`src/rtl/lookahead_pkg.sv`:
```
// Shared types and helpers for the one-bit lookahead carry cell.
package lookahead_pkg;

    typedef struct packed {
        logic p;
        logic g;
    } pg_t;

    localparam pg_t PG_RESET = '{p: 1'b0, g: 1'b0};

    function automatic pg_t pg_of(input logic a, input logic b);
        pg_t r;
        r.p = a ^ b;
        r.g = a & b;
        return r;
    endfunction

endpackage

```
`src/rtl/pg_generator.sv`:
```
// Combinational propagate/generate for one bit position.
module pg_generator
    import lookahead_pkg::*;
(
    input  logic a,
    input  logic b,
    output logic p,
    output logic g
);

    pg_t pg;

    assign pg = pg_of(a, b);
    assign p  = pg.p;
    assign g  = pg.g;

endmodule

```
`src/rtl/one_bit_lookahead_carry_calc.sv`:
```
// One-bit carry-lookahead cell with a registered valid/ready output stage.
// ONE_BIT_LOOKAHEAD_CARRY_CALC_APPROX_EN adds approx_mode (carry = generate).
module one_bit_lookahead_carry_calc
    import lookahead_pkg::*;
(
    input  logic clk,
    input  logic rst,
    input  logic A,
    input  logic B,
    input  logic C0,
    input  logic in_valid,
    output logic in_ready,
`ifdef ONE_BIT_LOOKAHEAD_CARRY_CALC_APPROX_EN
    input  logic approx_mode,
`endif
    output logic C,
    output logic P,
    output logic G,
    output logic out_valid,
    input  logic out_ready
);

    logic p_d;
    logic g_d;
    logic c_d;
    logic accept;
    logic c_q;
    pg_t  pg_q;
    logic valid_q;

    pg_generator u_pg (
        .a(A),
        .b(B),
        .p(p_d),
        .g(g_d)
    );

`ifdef ONE_BIT_LOOKAHEAD_CARRY_CALC_APPROX_EN
    // Approximate mode cuts the ripple: carry-in is ignored.
    assign c_d = approx_mode ? g_d : (g_d | (p_d & C0));
`else
    assign c_d = g_d | (p_d & C0);
`endif

    assign in_ready = !valid_q | out_ready;
    assign accept   = in_valid & in_ready;

    always_ff @(posedge clk) begin
        if (rst) begin
            c_q     <= 1'b0;
            pg_q    <= PG_RESET;
            valid_q <= 1'b0;
        end else if (accept) begin
            c_q     <= c_d;
            pg_q    <= '{p: p_d, g: g_d};
            valid_q <= 1'b1;
        end else if (valid_q & out_ready) begin
            valid_q <= 1'b0;
        end
    end

    assign C         = c_q;
    assign P         = pg_q.p;
    assign G         = pg_q.g;
    assign out_valid = valid_q;

endmodule

```
`config.mk`:
```
export PLATFORM = sky130hd
export DESIGN_NAME = one_bit_lookahead_carry_calc
export DESIGN_NICKNAME = d
export VERILOG_FILES = /design/src/rtl/lookahead_pkg.sv /design/src/rtl/pg_generator.sv /design/src/rtl/one_bit_lookahead_carry_calc.sv
export SDC_FILE = /design/constraint.sdc
export NUM_CORES = 1
export LEC_CHECK = 0
export CAP_MARGIN = 20
export CORE_AREA = 5 5 42 44
export CTS_CLUSTER_SIZE = 24
export DETAILED_ROUTE_END_ITERATION = 10
export DIE_AREA = 0 0 47 49
export GPL_ROUTABILITY_DRIVEN = 0
export PLACE_DENSITY = 0.38
export RECOVER_POWER = 100
export SETUP_SLACK_MARGIN = 0.5
export SKIP_LAST_GASP = 1
export SLEW_MARGIN = 20
export SYNTH_ARGS = -nofsm -noshare
export SYNTH_HDL_FRONTEND = slang
export SYNTH_SLANG_ARGS = --single-unit
```
`constraint.sdc`:
```
create_clock -name clk -period 1.04 [get_ports clk]
set_clock_uncertainty 0.1 [all_clocks]
set_input_delay 0.26 -clock clk [delete_from_list [all_inputs] [get_ports clk]]
set_output_delay 0.26 -clock clk [all_outputs]
set_load 0.01 [all_outputs]
```
After elaboration in Yosys (flattened, before gate mapping)
Cells that the tools add are included.
W data, S select, Z words.
{"block": "classes", "n_addsub": 0, "multipliers": 0, "n_div": 0, "magnitude_cmp": 0, "eq_ne": 0, "n_shift": 0, "n_mux": 2, "n_bitwise": 7, "n_reduce_logical": 2}
{"cell": "$and A1 B1 Y1", "count": 4}
{"cell": "$mux W1", "count": 2}
{"cell": "$or A1 B1 Y1", "count": 2}
{"cell": "$reduce_bool A2 Y1", "count": 1}
{"cell": "$logic_not A1 Y1", "count": 1}
{"cell": "$xor A1 B1 Y1", "count": 1}
{"block": "word_totals", "ff_bits": 4, "latchBits": 0, "ram_bits": 0, "mem_bits_ro": 0, "elab_cells": 15, "mem_count": 0}

Longest topological paths before layout
{"block": "logic_depth", "depth_word": 4, "mapped_depth": 4, "ltp_nobuf": 3}

Modules after synthesis
A second synthesis with hierarchy kept.
{"block": "unflattened", "cells_unflattened": 18, "hier_area_um2": 185.2}
{"mod": "one_bit_lookahead_carry_calc", "n_inst": 1, "cells_each": 17, "area_each_um2": 172.7, "seq_area_each_um2": 80.1}
{"mod": "pg_generator", "n_inst": 1, "cells_each": 1, "area_each_um2": 12.5, "seq_area_each_um2": 0.0}

Least setup slack after synthesis
OpenSTA, ideal clock, no wires.
{"block": "synth_timing", "kind": "reg2reg", "start": "register valid_q, in the netlist out_valid", "end": "register pg_q, in the netlist G", "setup_time_ps": 70, "arrival_time_ps": 872, "required_time_ps": 870, "slack_ps": -2, "path_stages_with_launch": 5, "n_path_buf": 1, "cell_sequence": "dfxtp_1 -> nand2b_4 -> buf_6 -> a21bo_1 -> a21oi_1"}
{"block": "synth_via", "elab_chain_cells": 3}
{"item": "start, declared", "line_no": "one_bit_lookahead_carry_calc.sv:29", "source": "logic valid_q;"}
{"item": "start signal, assigned", "line_no": "one_bit_lookahead_carry_calc.sv:52", "source": "valid_q <= 1'b0;"}
{"item": "start signal, assigned", "line_no": "one_bit_lookahead_carry_calc.sv:56", "source": "valid_q <= 1'b1;"}
{"item": "start signal, assigned", "line_no": "one_bit_lookahead_carry_calc.sv:58", "source": "valid_q <= 1'b0;"}
{"item": "$logic_not A1 Y1", "line_no": "one_bit_lookahead_carry_calc.sv:45", "source": "assign in_ready = !valid_q | out_ready;"}
{"item": "$or A1 B1 Y1", "line_no": "one_bit_lookahead_carry_calc.sv:45"}
{"item": "named net in_ready", "line_no": "one_bit_lookahead_carry_calc.sv:12", "source": "output logic in_ready,"}
{"item": "$and A1 B1 Y1", "line_no": "one_bit_lookahead_carry_calc.sv:46", "source": "assign accept = in_valid & in_ready;"}
{"item": "end signal, assigned", "line_no": "one_bit_lookahead_carry_calc.sv:55", "source": "pg_q <= '{p: p_d, g: g_d};"}
{"item": "end, declared", "line_no": "one_bit_lookahead_carry_calc.sv:28", "source": "pg_t pg_q;"}
The timed path passes the listed nets, and every way through them passes these cells.
A chain may end at the register's enable or synchronous reset.

Final worst setup path
{"block": "layout_timing", "start": "register valid_q, in the netlist out_valid", "end": "register pg_q, in the netlist P"}
{"block": "layout_via", "elab_chain_cells": 3}
{"item": "$logic_not A1 Y1", "line_no": "one_bit_lookahead_carry_calc.sv:45"}
{"item": "$or A1 B1 Y1", "line_no": "one_bit_lookahead_carry_calc.sv:45"}
{"item": "$and A1 B1 Y1", "line_no": "one_bit_lookahead_carry_calc.sv:46"}
No other way between the ends.

==> impl_metrics.yaml <==
clock_network:
  h-tree-depth: 1
  cts.hold.buffers_added: 0
  root_buffer: "clkbuf_4"
  cts.sink_count: 4
  cts_tree: "built"
  clockBufferDepth: 2
  clk_pin_slew_worst_paths_ps: 40
  numCtsBuffers: 3
  clk_latency_ps: 240
setup_path:
  crit_path_max_incr_delay_ps: 350
  crit_buf_inv: 2
  critPathCaptureType: "register"
  reg2reg_slack_ps: -80
  cp_max_fo: 7
  worstPathArrival_ps: 1180
  cp_slowest_cell: "dfxtp_4"
  worstPathRequired_ps: 1100
  worstSetupPathType: "register to register"
  crit_path_start_kind: "register"
  crit_chain: "nand2b_4 > buf_4 > buf_6 > a21bo_1 > a21oi_2"
  cp_top_family: "flip-flops"
sta:
  setup_viol: 6
  relSlewSlack_pct: 81.9
  hold_ws_ps: 416
  hold_viol: 0
  worst_slack_ps: -75.9
  finalMaxSlewViolations: 0
  period_minus_slack_ps: 1120
  fmax_mhz: 896
  finalCritPeriodShare_pct: 107
  worst_pin_slew_ps: 271
  rsz0062_at_grt: "true"
global_route:
  grt.total_usage_pct: 5.92
  antenna_found_initial: 0
  grt_pass1_vias: 218
  grt_pass1_wl_um: 883
  grt_max_degree: 8
  grt_overflow: 0
finish:
  area_growth_syn_to_layout_pct: 124
  diodes: 0
  fillers: 151
  fin_area_um2: 414
  fin_cells: 53
  final_nets: 46
  drive_above_1_share_pct: 67.6
floorplanning:
  die_x_um: 47
  dieArea_um2: 2300
  start_util_pct: 13.2
  io_pins: 12
  rows: 14
  coreArea_um2: 1400
  die-height_um: 49
power:
  pwr-share-seq_pct: 33.8
  power_switching_mw: 0.128
  pwr_density_cell_nw_per_um2: 1230
  clkPwrFrac_pct: 43.3
  irDropWorstVdd_uv: 323
  power_mw: 0.510
  p_sw_share_pct: 25.1
  combPwrFrac_pct: 22.9
  p_int_mw: 0.382
  total_leakage_power_nw: 0.171
yosys:
  yosys.area_share.adder_pct: 6.76
  synthXorXnorAreaFrac_pct: 0
  syn_nets: 26
  synth-simple-area-share_pct: 12.8
  synth_cells: 18
  ys_ff_latch: 4
  yosysSeqAreaShare_pct: 43.2
  synthDistinctLibCells: 9
  synth_top_family_by_area: "compound AO/OA/AOI/OAI gates"
  synth_area_per_cell_um2: 10.3
  synth_compound_area_share_pct: 29.1
  yosysWarnings: 0
  syn-cell-area_um2: 185
  synthMuxAreaShare_pct: 0
placement:
  placed_cells: 46
  dp_hpwl_um: 359
  dpl_cell_area_um2: 342
  io_buffers: 11
route:
  route.vias.total: 200
  wl_per_cell_um: 9.60
  viasPerCell: 3.77
  drt-initial-drc-count: 0
  routed_wl_um: 509
  ant_nets: 0
  drc: 0
  dr.pass1.iters: 1
outcome:
  violations: "negative setup slack"
  status: "complete, but fails checks"
flow_run:
  maxCapViolations: 0
worst_hold_path:
  hold_path.class: "input pin to register"
[worst reg2reg max path, cell delays in order, from the launching register on]
cell      delay (ps)
dfxtp_4          350
nand2b_4          50
buf_4            130
buf_6            120
a21bo_1          170
a21oi_2          110
[worst paths after layout]
path,endpoint,depth (start not counted),start
min,out_valid$_SDFFE_PP0P_,3,in_valid
max reg2reg,P$_SDFFE_PP0P_,5,out_valid$_SDFFE_PP0P_
min reg2reg,G$_SDFFE_PP0P_,2,G$_SDFFE_PP0P_
max,P$_SDFFE_PP0P_,5,out_valid$_SDFFE_PP0P_
[cells in the final DEF (no fill, tap or decap), drive strengths merged]
cell and instances:
nand2b 1, inv 1, buf 10, clkdlybuf4s15 2, a311oi 1, ha 1
dlygate4sd2 2, nand3 2, clkdlybuf4s50 2, dfxtp 4, a21oi 5, a21bo 2
clkbuf 4
[final cells by class]
cell class	instances	area (µm²)	area share, %
Multi-Input combinational cell	12	128	30.8
Timing Repair Buffer	16	149	36.0
Sequential cell	4	87.6	21.1
Inverter	1	3.75	0.906
Tap cell	16	20.0	4.83
Clock buffer	4	26.3	6.34
[sequential cells by signal, indices dropped and copies added (netlist names)]
signal     count
C              1
G              1
P              1
out_valid      1
[layer usage]
layer | up-vias | part of all wire (%) | track usage [%]
met5 | - | 0 | 0
met4 | 0 | 0 | 6.91
met3 | 0 | 15 | 4.06
met2 | 9 | 44 | 6.79
met1 | 86 | 41 | 6.15
li1 | 105 | - | -
[synthesized netlist by cell type (all sizes together)]
| master | count | share of area, % |
|---|---|---|
| nand3 | 2 | 5.4 |
| dfxtp | 4 | 43 |
| inv | 1 | 2.0 |
| a311oi | 1 | 4.7 |
| ha | 1 | 6.8 |
| buf | 1 | 6.1 |
| a21oi | 5 | 14 |
| nand2b | 1 | 7.4 |
| a21bo | 2 | 11 |
[timing repair]
item | CTS | global route
cloned | 0 | 0
buffers inserted | 1 | 2
pin swaps | 2 | 1
endpoints found under the setup margin | 9 | 9
resized for setup | 32 | 5
[cells by family (layout without fill, tap and decap cells)]
family | after synthesis | in the layout
AOI/OAI and AO/OA | 8 | 8
DFF | 4 | 4
and+or+nand+nor | 3 | 3
buffers and inverters | 2 | 21
adders and majority gates | 1 | 1
[per-stage QoR]
stage / setup WS [ps] / TNS [ps] / util [%]
floorplan: 77.9 / 0 / -
global placement: -685 / -2720 / 24.4
CTS: -91.4 / -356 / 27.0
detailed placement: -681 / -2710 / 24.4
global route: -111 / -517 / 29.6
finish: -75.9 / -270 / 29.6
[power groups by stage]
stage	Clock [mW]	Sequential, mW	Combinational, mW
2_1_floorplan	0	0.178	0.0338
3_3_place_gp	0	0.172	0.0999
6_report	0.221	0.172	0.117
4_1_cts	0.233	0.171	0.101
5_1_grt	0.250	0.174	0.126
3_5_place_dp	0	0.173	0.0992
No activity file was read; power rests on OpenSTA's default activity.
